--- src/rtl/mem_arbiter.sv ---
// Two-port (fetch/data) arbiter in front of one single-port memory, one request in flight.
// Define MEM_ARBITER_RR_EN for round-robin tie-breaking; otherwise the data port always wins ties.
module mem_arbiter #(
  parameter int WORD_LEN    = 32,
  parameter int MEM_LATENCY = 1
) (
  input  logic                clk,
  input  logic                rst_n,
  input  logic                i_req_valid,
  output logic                i_req_ready,
  input  logic [WORD_LEN-1:0] i_addr,
  output logic                i_resp_valid,
  output logic [WORD_LEN-1:0] i_rdata,
  input  logic                d_req_valid,
  output logic                d_req_ready,
  input  logic [WORD_LEN-1:0] d_addr,
  input  logic [WORD_LEN-1:0] d_wdata,
  input  logic                d_wen,
  output logic                d_resp_valid,
  output logic [WORD_LEN-1:0] d_rdata,
  output logic [WORD_LEN-1:0] mem_addr,
  output logic [WORD_LEN-1:0] mem_wdata,
  output logic                mem_wen,
  input  logic [WORD_LEN-1:0] mem_rdata
);

  typedef enum logic [1:0] {
    ST_IDLE = 2'd0,
    ST_WAIT = 2'd1,
    ST_RESP = 2'd2
  } state_e;

  localparam logic [1:0] CNT_INIT = 2'(MEM_LATENCY - 1);
  localparam logic [WORD_LEN-1:0] ZERO_W = {WORD_LEN{1'b0}};

  state_e              state_q, state_d;
  logic [1:0]          cnt_q, cnt_d;
  logic                grant_s;
  logic                grant_d_s;
  logic                capture_s;
  logic [WORD_LEN-1:0] addr_q;
  logic [WORD_LEN-1:0] wdata_q;
  logic                wen_q;
  logic                owner_q;
  logic                mem_wen_q;
  logic                i_resp_q;
  logic                d_resp_q;
  logic [WORD_LEN-1:0] i_rdata_q;
  logic [WORD_LEN-1:0] d_rdata_q;

  assign grant_s   = (state_q == ST_IDLE) & (i_req_valid | d_req_valid);
  assign capture_s = (state_q == ST_WAIT) & (cnt_q == 2'd0);

`ifdef MEM_ARBITER_RR_EN
  logic last_grant_q;

  // Tie goes to whichever port was not granted last; reset value favours the data port.
  always_comb begin
    grant_d_s = d_req_valid & (~i_req_valid | ~last_grant_q);
  end

  // Remember the owner of every grant.
  always_ff @(posedge clk or negedge rst_n) begin
    if (!rst_n) begin
      last_grant_q <= 1'b0;
    end else if (grant_s) begin
      last_grant_q <= grant_d_s;
    end else begin
      last_grant_q <= last_grant_q;
    end
  end
`else
  assign grant_d_s = d_req_valid;
`endif

  // State and latency counter registers.
  always_ff @(posedge clk or negedge rst_n) begin
    if (!rst_n) begin
      state_q <= ST_IDLE;
      cnt_q   <= 2'd0;
    end else begin
      state_q <= state_d;
      cnt_q   <= cnt_d;
    end
  end

  // Next-state and counter logic.
  always_comb begin
    state_d = state_q;
    cnt_d   = cnt_q;
    case (state_q)
      ST_IDLE: begin
        if (grant_s) begin
          state_d = ST_WAIT;
          cnt_d   = CNT_INIT;
        end else begin
          state_d = ST_IDLE;
          cnt_d   = 2'd0;
        end
      end
      ST_WAIT: begin
        if (cnt_q == 2'd0) begin
          state_d = ST_RESP;
        end else begin
          cnt_d = cnt_q - 2'd1;
        end
      end
      ST_RESP: begin
        state_d = ST_IDLE;
      end
      default: begin
        state_d = ST_IDLE;
        cnt_d   = 2'd0;
      end
    endcase
  end

  // Readies depend on state alone so a requester can never create a combinational loop.
  always_comb begin
    i_req_ready = (state_q == ST_IDLE);
    d_req_ready = (state_q == ST_IDLE);
  end

  // Request latches, write strobe and response capture.
  always_ff @(posedge clk or negedge rst_n) begin
    if (!rst_n) begin
      addr_q    <= ZERO_W;
      wdata_q   <= ZERO_W;
      wen_q     <= 1'b0;
      owner_q   <= 1'b0;
      mem_wen_q <= 1'b0;
      i_resp_q  <= 1'b0;
      d_resp_q  <= 1'b0;
      i_rdata_q <= ZERO_W;
      d_rdata_q <= ZERO_W;
    end else begin
      if (grant_s) begin
        addr_q  <= grant_d_s ? d_addr : i_addr;
        wdata_q <= grant_d_s ? d_wdata : ZERO_W;
        wen_q   <= grant_d_s & d_wen;
        owner_q <= grant_d_s;
      end else begin
        addr_q  <= addr_q;
        wdata_q <= wdata_q;
        wen_q   <= wen_q;
        owner_q <= owner_q;
      end
      // Strobe lasts only the first WAIT cycle.
      mem_wen_q <= grant_s & grant_d_s & d_wen;
      i_resp_q  <= capture_s & ~owner_q;
      d_resp_q  <= capture_s & owner_q;
      if (capture_s && !owner_q) begin
        i_rdata_q <= mem_rdata;
      end else begin
        i_rdata_q <= i_rdata_q;
      end
      if (capture_s && owner_q) begin
        d_rdata_q <= wen_q ? ZERO_W : mem_rdata;
      end else begin
        d_rdata_q <= d_rdata_q;
      end
    end
  end

  assign mem_addr     = addr_q;
  assign mem_wdata    = wdata_q;
  assign mem_wen      = mem_wen_q;
  assign i_resp_valid = i_resp_q;
  assign d_resp_valid = d_resp_q;
  assign i_rdata      = i_rdata_q;
  assign d_rdata      = d_rdata_q;

endmodule

--- config.mk ---
export PLATFORM = sky130hd
export DESIGN_NAME = mem_arbiter
export DESIGN_NICKNAME = d
export VERILOG_FILES = /design/src/rtl/mem_arbiter.sv
export SDC_FILE = /design/constraint.sdc
export NUM_CORES = 1
export LEC_CHECK = 0
export CORE_MARGIN = 10
export CORE_UTILIZATION = 45
export DETAILED_ROUTE_END_ITERATION = 8
export PLACE_DENSITY = 0.95
export SETUP_SLACK_MARGIN = 0.1
export SYNTH_ARGS = -nofsm -noshare
export SYNTH_HDL_FRONTEND = slang
export SYNTH_SLANG_ARGS = --single-unit
--- constraint.sdc ---
create_clock -name clk -period 2.8 [get_ports clk]
set_input_delay 0.56 -clock clk [delete_from_list [all_inputs] [get_ports clk]]
set_output_delay 0.56 -clock clk [all_outputs]
set_load 0.02 [all_outputs]
# Word-level counts from Yosys, hierarchy flattened
# Cells that the tools add are included.
# Widths: inputs -> output; s select.
[totals] reg_bits=137 latch_bits=0 mem_bits_rw=0 rom_bits=0 input_bits=133 out_inout_bits=133 wordCells=40 n_memories=0
[op_classes] addsub=1 multipliers=0 n_div=0 n_lt_le_gt_ge=0 n_eq_ne=4 shift=0 muxes=8 n_bitwise=10 reduce_logical=6
[op_table] cell="$mux 32" n=3
[op_table] cell="$pmux 2 s2" n=2
[op_table] cell="$and 1x1->1" n=7
[op_table] cell="$logic_not 2->1" n=2
[op_table] cell="$mux 2" n=2
[op_table] cell="$eq 2x1->1 const B" n=1
[op_table] cell="$eq 2x2->1 const B" n=1
[op_table] cell="$logic_and 1x1->1" n=2
[op_table] cell="$ne 2x1->1 const B" n=1
[op_table] cell="$ne 2x2->1 const B" n=1
[op_table] cell="$not 1->1" n=2
[op_table] cell="$reduce_and 2->1" n=1
[op_table] cell="$sub 2x1->2 const B" n=1
[op_table] cell="$logic_not 1->1" n=1
[op_table] cell="$mux 1" n=1
[op_table] cell="$or 1x1->1" n=1

# Depth between registers and ports, before layout
# Gate-level depths: netlist (run 1).
[logic_depth] ltp_word=4 depth_mapped=7 ltp_nobuf=5

# Worst setup path before layout (run 1)
# OpenSTA, ideal clock, no wires.
[synth_path] path_kind="input -> register" from="in d_req_valid" to="reg addr_q[0], in the netlist mem_addr[0]" t_arrival_ps=1615 slack_ps=1058 stages=4 cell_sequence="clkbuf_1 > buf_2 > mux2_2 > mux2_1"
[synth_between] elab_chain_cells=2
[synth_rtl] item="start: declaration" line_no="14" text="input logic d_req_valid,"
[synth_rtl] item="$or 1x1->1" line_no="51" text="assign grant_s = (state_q == ST_IDLE) & (i_req_valid | d_req_valid);"
[synth_rtl] item="$and 1x1->1" line_no="51"
[synth_rtl] item="end signal: assignment" line_no="138" text="addr_q <= grant_d_s ? d_addr : i_addr;"
[synth_rtl] item="end signal: assignment" line_no="143" text="addr_q <= addr_q;"
[synth_rtl] item="end: declaration" line_no="41" text="logic [WORD_LEN-1:0] addr_q;"
# Parallel ways exist; a longest one is shown, timed or not.
# A chain may end at the register's enable or synchronous reset.

# Final worst setup path (run 1)
[layout_path] from="reg state_q[0]" to="out d_req_ready"
[layout_between] elab_chain_cells=1
[layout_rtl] item="start: declaration" line_no="36" text="state_e state_q, state_d;"
[layout_rtl] item="start signal: assignment" line_no="82" text="state_q <= state_d;"
[layout_rtl] item="$logic_not 2->1" line_no="121" text="d_req_ready = (state_q == ST_IDLE);"
[layout_rtl] item="end: declaration" line_no="15" text="output logic d_req_ready,"
# Every way passes these cells.

==> results of run 1 <==
-- stage by stage --
stage	area [um^2]	setup slack (ps)	hold WS [ps]	std cells	utilization
floorplan	5700	1060	264	413	-
global placement	8490	537	462	828	0.679
detailed placement	8490	394	473	828	0.679
CTS	9160	295	94.8	860	0.732
global route	9160	269	108	861	0.732
finish	9160	339	80.2	861	0.732
-- worst max-delay path by stage --
stage	startpoint	cells past startpoint	endpoint
2_1_floorplan	d_req_valid	4	mem_addr[0]
3_3_place_gp	d_req_valid	3	mem_wdata[25]
3_5_place_dp	d_req_valid	3	mem_wdata[24]
4_1_cts	state_q[0]	2	d_req_ready
5_1_grt	state_q[0]	2	d_req_ready
6_report	state_q[0]	2	d_req_ready
-- cells in the final DEF (no fill, tap or decap) --
cell type,instances
nand2b_1,33
inv_1,3
and2_1,1
clkinvlp_4,5
buf_6,1
a22o_1,32
clkbuf_16,17
nand2_1,35
xor2_1,1
o21ai_4,1
o21ai_0,27
nand4b_1,1
clkbuf_8,3
a21o_1,2
bufinv_16,5
mux2_2,59
nor2_2,1
clkdlybuf4s50_1,264
dfrtp_1,137
mux2_1,9
buf_12,2
and3b_1,1
clkinv_2,1
clkbuf_1,1
diode_2,1
nor2b_4,1
mux2_4,29
and3_1,1
buf_4,6
o21ai_1,6
o22ai_1,2
ha_1,1
-- state kept, by name (all words and copies together) (netlist names) --
| register | cells |
|---|---|
| d_rdata | 32 |
| mem_wdata | 32 |
| i_resp_valid | 1 |
| owner_q | 1 |
| mem_wen | 1 |
| mem_addr | 32 |
| d_resp_valid | 1 |
| state_q | 2 |
| i_rdata | 32 |
| wen_q | 1 |
| cnt_q | 2 |
-- logic make-up after synthesis --
family,share of synthesized area
flops,0.602
mux,0.211
simple gates,0.0681
compound gates,0.0839
buf+inv,0.0318
xor+xnor,0.00154
fa+ha+maj,0.00220
-- routing by layer --
metal,vias up,track usage,part of all wire
met3,33,0.0783,0.082
met1,2176,0.225,0.39
met4,0,0.0886,0.025
met5,-,0,0
li1,1972,-,-
met2,227,0.341,0.50
-- report_power, final --
| group | switching [mW] | internal [mW] |
|---|---|---|
| clock network | 0.828 | 1.65 |
| logic | 2.68 | 2.86 |
| registers | 0.648 | 2.95 |
| total | 4.16 | 7.45 |
-- final cells by class --
cell class | instances | area, um^2 | area share
Antenna cell | 1 | 2.50 | 0.000273
Clock buffer | 21 | 470 | 0.0514
Clock inverter | 11 | 193 | 0.0210
Inverter | 3 | 11.3 | 0.00123
Multi-Input combinational cell | 243 | 2100 | 0.229
Sequential cell | 137 | 3430 | 0.374
Tap cell | 172 | 215 | 0.0235
Timing Repair Buffer | 273 | 2740 | 0.299
-- critical path, delay by kind of cell, from the launching register on --
| kind | cells | cell delay, ps |
|---|---|---|
| and+or+nand+nor | 1 | 320 |
| buffers and inverters | 1 | 720 |
| DFF | 1 | 450 |
==> results_dict.tcl, run 1 <==
set metrics [dict create \
    ys_async_sr_fraction 1.00 \
    slew_violations 0 \
    portBuffers 265 \
    grt_pass1_wl_um 28400 \
    yosys-top-cells-area "dfrtp_1, mux2_2, mux2_4" \
    max_slew_margin 0.204 \
    viasPerCell 5.12 \
    fin_skew_ps 6.40 \
    cp_slowest_cell "clkdlybuf4s50_1" \
    max_freq_ghz 0.406 \
    end_kind "primary output" \
    cts.path.max_buffers 2 \
    antenna_found_initial 1 \
    path_cells "nor2_2 > clkdlybuf4s50_1" \
    vdd_drop_max_v 0.000688 \
    layout.nets 809 \
    layout-drive-gt1-share 0.190 \
    rsz0062_at_grt "no" \
    cts.sinks 137 \
    syn-num-nets 547 \
    path_class "flop to primary output" \
    drt-pass1-iter-count 4 \
    fill_cells 827 \
    run_status "completed" \
    crit_fanout 6 \
    core_area_mm2 0.0125 \
    power.density_mw_per_mm2 1270 \
    post_cts_buffers 0 \
    synthCells 413 \
    arrival_ps 1900 \
    ys_seq_area_frac 0.602 \
    grt_start_max_net_pins 66 \
    postCtsHoldBufs 0 \
    hold_class "input pin to asynchronous set/reset pin" \
    rr_worst_depth 3 \
    vias 4408 \
    setup_viol 0 \
    rr_endpoint "mem_wdata[24]" \
    worst_pin_slew_ps 1190 \
    yosysMostFrequentCell "dfrtp_1" \
    gr-usage-all-layers 0.203 \
    min_period_ps 2460 \
    r2r-start "state_q[0]" \
    synth_area_mm2 0.00570 \
    start_util 0.455 \
    die-area_mm2 0.0176 \
    synthTopCellsByCount "dfrtp_1, mux2_2, nand2_1" \
    clockRootBuffer "clkbuf_16" \
    worstPathRequired_ps 2240 \
    synth.top_cell.area_share 0.602 \
    drc 0 \
    grt.overflow.total 0 \
    yosys.area.top_type "dfrtp_1" \
    wirelength_um 18000 \
    fin_crit_sh 0.879 \
    ys.flop_type "dfrtp_1" \
    clk_pin_slew_worst_paths_ps 50 \
    syn_to_final_growth_pct 60.7 \
    yosysWarnings 0 \
    rows 41 \
    ys_seq_elements 137 \
    grt_pass1_vias 5067 \
    tritoncts "done" \
    place_congestion 0.827 \
    max-cap-violations 0 \
    routedWlPerCell_um 20.9 \
    r2r_slack_ps 660 \
    cts_buffers 17 \
    dpl.hpwl_um 13200 \
    finalHoldViolCount 0 \
    synth-edff-count 0 \
    clk_latency_ps 410 \
    h-tree-depth 4 \
    power_mw 11.6 \
    startpoint_type "flop" \
    first_iter_violations 210 \
    die_h_um 133 \
    max_stage_delay_ps 720 \
    setup-tns-final_ps 0 \
    io_pins 266 \
    die_w_um 133 \
    p_leak_nw 3.93 \
    syn_area_per_cell_um2 13.8 \
    ys_types 24 \
    drtAntennaViolNets 0 \
    post_cts_resized 0 \
]
No activity file was read; power rests on OpenSTA's default activity.
==> inputs of run 2 (changes only) <==
--- a/config.mk
+++ b/config.mk
@@ -5,6 +5,7 @@
 export SDC_FILE = /design/constraint.sdc
 export NUM_CORES = 1
 export LEC_CHECK = 0
+export CAP_MARGIN = 20
 export CORE_MARGIN = 10
 export CORE_UTILIZATION = 45
 export DETAILED_ROUTE_END_ITERATION = 8
==> run 2 against run 1 <==
Combinational power hardly changed. Via count barely moved. Critical path depth did not move. Register-to-register slack gained 320 ps. Critical path type unchanged. First-iteration DRC count increased by 11%. Global-route usage stayed put. Sequential cell count stayed put.
==> results_dict.tcl, run 2 (synthesized netlist as in run 1, its figures left out) <==
set metrics [dict create \
    setup_viol 0 \
    die_w_um 133 \
    finalHoldViolCount 0 \
    gr-usage-all-layers 0.203 \
    cts.sinks 137 \
    post_cts_buffers 0 \
    cts.path.max_buffers 2 \
    grt_start_max_net_pins 66 \
    post_cts_resized 0 \
    routedLengthMet1_um 7120 \
    layout.nets 810 \
    end_kind "primary output" \
    dpl.hpwl_um 13200 \
    startpoint_type "flop" \
    run_status "completed" \
    cts_buffers 17 \
    design_area_mm2 0.00919 \
    max_slew_margin 0.388 \
    switching_share 0.358 \
    start_util 0.455 \
    drtAntennaViolNets 0 \
    clk_latency_ps 410 \
    p_comb_frac 0.478 \
    place_congestion 0.827 \
    portBuffers 265 \
    dr_wl_met3_um 1410 \
    core_area_mm2 0.0125 \
    viasPerCell 5.11 \
    setup-tns-final_ps 0 \
    max_stage_delay_ps 720 \
    vdd_drop_max_v 0.000699 \
    clk_pin_slew_worst_paths_ps 50 \
    drt-pass1-iter-count 4 \
    hold_class "input pin to asynchronous set/reset pin" \
    antenna_found_initial 1 \
    power.density_mw_per_mm2 1270 \
    wirelength_um 18100 \
    path_buf_inv 1 \
    arrival_ps 1900 \
    highest_layer "met4" \
    worst_pin_slew_ps 917 \
    cp_top_family "buffers and inverters" \
    io_pins 266 \
    syn_to_final_growth_pct 61.2 \
    p_leak_nw 3.94 \
    h-tree-depth 4 \
    hold_ws_ps 77.3 \
    path_class "flop to primary output" \
    pwr-share-seq 0.309 \
    final_common_cell "clkdlybuf4s50_1" \
    slew_violations 0 \
    rows 41 \
    fin_skew_ps 9.04 \
    max_freq_ghz 0.407 \
    routedWlPerCell_um 20.9 \
    rsz0062_at_grt "no" \
    pre_cts_slack_ps 394 \
    postCtsHoldBufs 0 \
    grt_pass1_wl_um 28400 \
    clkPwrFrac 0.213 \
    p_int_mw 7.48 \
    fin_crit_sh 0.878 \
    die-area_mm2 0.0176 \
    layout-drive-gt1-share 0.192 \
    tritoncts "done" \
    clockRootBuffer "clkbuf_16" \
    drc 0 \
    r2r_slack_ps 980 \
    crit_fanout 6 \
    final_cell_mix "clkdlybuf4s50_1, dfrtp_1, mux2_2, nand2_1, nand2b_1" \
    grt.overflow.total 0 \
    max-cap-violations 0 \
    worstPathRequired_ps 2240 \
    vias 4407 \
    placed_area_mm2 0.00849 \
    p_sw_mw 4.16 \
    die_h_um 133 \
    grt_pass1_vias 5067 \
    postLayoutSetupSlackWorst_ps 342 \
    first_iter_violations 233 \
    met2_length_um 9080 \
    path_cells "nor2_2 > clkdlybuf4s50_1" \
    min_period_ps 2460 \
    cp_slowest_cell "clkdlybuf4s50_1" \
    power_mw 11.6 \
]
==> run 2: per-layer routing <==
layer,GRT usage,up-vias
li1,-,1977
met1,0.225,2175
met2,0.341,221
met3,0.0783,34
met4,0.0886,0
met5,0,-
==> run 2: power groups by stage <==
stage | Combinational [mW] | Clock (mW) | Sequential [mW]
CTS | 5.62 | 2.52 | 3.59
global route | 5.90 | 2.59 | 3.70
detailed placement | 5.55 | 0 | 3.57
global placement | 5.39 | 0 | 3.52
floorplan | 1.86 | 0 | 4.59
finish | 5.57 | 2.48 | 3.59
==> run 2: worst register-to-register path, stage by stage (launching register included) <==
cell     delay, ps
dfrtp_1        380
inv_1           80
ha_1           250
and3b_1        200
nor2b_4        160
buf_12         270
mux2_1         370
==> run 2: final timing paths <==
path                            cells after the start         from           end
worst max-delay path                                2   state_q[0]   d_req_ready
worst min-delay path                                1        rst_n   i_rdata[13]
worst max register to register                      6     cnt_q[1]    i_rdata[1]
worst min register to register                      2  d_rdata[18]   d_rdata[18]
max in group asynchronous                           2        rst_n  mem_addr[12]
min in group clk                                    2  d_rdata[18]   d_rdata[18]
==> run 2: final cells by class <==
cell class	instances	area [um^2]
inverters	3	11.3
clock buffers	21	470
multi-input cells	243	2100
fillers	822	3330
diodes	1	2.50
flip-flops and latches	137	3430
well taps	172	215
clock inverters	11	193
repair buffers	274	2770
==> run 2: per-stage QoR <==
step	util	cells
2_1_floorplan	-	413
3_3_place_gp	0.679	828
3_5_place_dp	0.679	828
4_1_cts	0.732	860
5_1_grt	0.734	862
6_report	0.734	862
==> inputs of run 3 (changes only) <==
--- a/config.mk
+++ b/config.mk
@@ -9,7 +9,7 @@
 export CORE_MARGIN = 10
 export CORE_UTILIZATION = 45
 export DETAILED_ROUTE_END_ITERATION = 8
-export PLACE_DENSITY = 0.95
+export PLACE_DENSITY = 0.92
 export SETUP_SLACK_MARGIN = 0.1
 export SYNTH_ARGS = -nofsm -noshare
 export SYNTH_HDL_FRONTEND = slang
==> run 3 against run 2 <==
Hold slack got worse by 26 ps. Clock power decreased by 9.3%. Final cell count decreased by 0.46%. Combinational power decreased by 1%. Largest power group unchanged. Via count decreased by 1.7%. Sequential power about the same. Critical path type unchanged. Critical path depth unchanged. Sequential share of layout area increased by 0.37 points. Maximum frequency increased by 1.0%. Non-clock buffer count decreased by 1.
==> results_dict.tcl, run 3 (synthesized netlist as in run 1, its figures left out) <==
set metrics [dict create \
    numPlacedInstances 828 \
    drt-pass1-iter-count 4 \
    design_area_mm2 0.00910 \
    place_congestion 0.776 \
    vias 4333 \
    postLayoutSetupSlackWorst_ps 367 \
    first_iter_violations 256 \
    clkPwrFrac 0.198 \
    pre_cts_slack_ps 462 \
    dpl.hpwl_um 13200 \
    clk_pin_slew_worst_paths_ps 60 \
    hold_class "input pin to asynchronous set/reset pin" \
    die-area_mm2 0.0176 \
    grt_pass1_vias 5020 \
    antenna_found_initial 0 \
    finalHoldViolCount 0 \
    startpoint_type "flop" \
    multiInputGateArea_mm2 0.00210 \
    gr-usage-all-layers 0.203 \
    rows 41 \
    clk_latency_ps 410 \
    post_cts_resized 0 \
    power.density_mw_per_mm2 1250 \
    vdd_drop_max_v 0.000646 \
    seq_area_mm2 0.00343 \
    power_mw 11.4 \
    viasPerCell 5.05 \
    p_comb_frac 0.485 \
    p_int_mw 7.23 \
    switching_share 0.364 \
    routedWlPerCell_um 20.9 \
    max_slew_margin 0.368 \
    setup-tns-final_ps 0 \
    clockRootBuffer "clkbuf_16" \
    drc 0 \
    path_class "flop to primary output" \
    portBuffers 265 \
    rsz0062_at_grt "no" \
    cts.path.max_buffers 2 \
    grt_pass1_wl_um 28400 \
    start_util 0.455 \
    final_common_cell "clkdlybuf4s50_1" \
    p_leak_nw 3.92 \
    die_h_um 133 \
    max_freq_ghz 0.411 \
    slew_violations 0 \
    worstPathRequired_ps 2240 \
    drtAntennaViolNets 0 \
    h-tree-depth 4 \
    r2r_slack_ps 960 \
    p_sw_mw 4.13 \
    placed_area_mm2 0.00851 \
    fill_cells 870 \
    rr_worst_depth 6 \
    core_area_mm2 0.0125 \
    hold_ws_ps 51.3 \
    cts_buffers 17 \
    layout.nets 809 \
    end_kind "primary output" \
    min_period_ps 2430 \
    n_antenna_cell 0 \
    syn_to_final_growth_pct 59.6 \
    max-cap-violations 0 \
    fin_skew_ps 10.3 \
    run_status "completed" \
    tritoncts "done" \
    crit_fanout 6 \
    post_cts_buffers 0 \
    setup_viol 0 \
    postCtsHoldBufs 0 \
    die_w_um 133 \
    final_cell_mix "clkdlybuf4s50_1, dfrtp_1, mux2_2, nand2_1, nand2b_1" \
    finalNonFillerCells 858 \
    cts.sinks 137 \
    grt_start_max_net_pins 66 \
    io_pins 266 \
    wirelength_um 18000 \
    fin_crit_sh 0.869 \
    arrival_ps 1870 \
    post-route-util 0.727 \
    pwr-share-seq 0.317 \
    grt.overflow.total 0 \
    worst_pin_slew_ps 949 \
    layout-drive-gt1-share 0.188 \
]
-- run 3: layer usage --
metal | GRT usage | wire [um]
met5 | 0 | 0
met4 | 0.0666 | 280
met3 | 0.0802 | 1410
met2 | 0.350 | 9190
met1 | 0.223 | 7080
-- run 3: cell type report --
cell class / instances / area share
Clock buffer: 19 / 0.0487
Clock inverter: 11 / 0.0162
Timing Repair Buffer: 273 / 0.302
Multi-Input combinational cell: 243 / 0.231
Inverter: 3 / 0.00124
Sequential cell: 137 / 0.377
Tap cell: 172 / 0.0237
-- run 3: final timing paths --
check | startpoint | to
min in group clk | d_rdata[13] | d_rdata[13]
hold reg to reg | d_rdata[13] | d_rdata[13]
setup / recovery | state_q[0] | i_req_ready
hold / removal | rst_n | i_rdata[14]
max in group asynchronous | rst_n | d_rdata[25]
setup reg to reg | cnt_q[1] | i_rdata[0]
-- run 3: worst max-delay path, stage by stage (launching register included) --
cell and delay, ps:
dfrtp_1 430, nor2_2 350, clkdlybuf4s50_1 690
-- run 3: power by group through the flow --
stage / sequential [mW] / combinational, mW / clock, mW
after floorplan: 4.59 / 1.86 / 0
after global placement: 3.52 / 5.40 / 0
after detailed placement: 3.59 / 5.54 / 0
after CTS: 3.59 / 5.60 / 2.29
after global routing: 3.71 / 5.83 / 2.37
final: 3.60 / 5.51 / 2.25
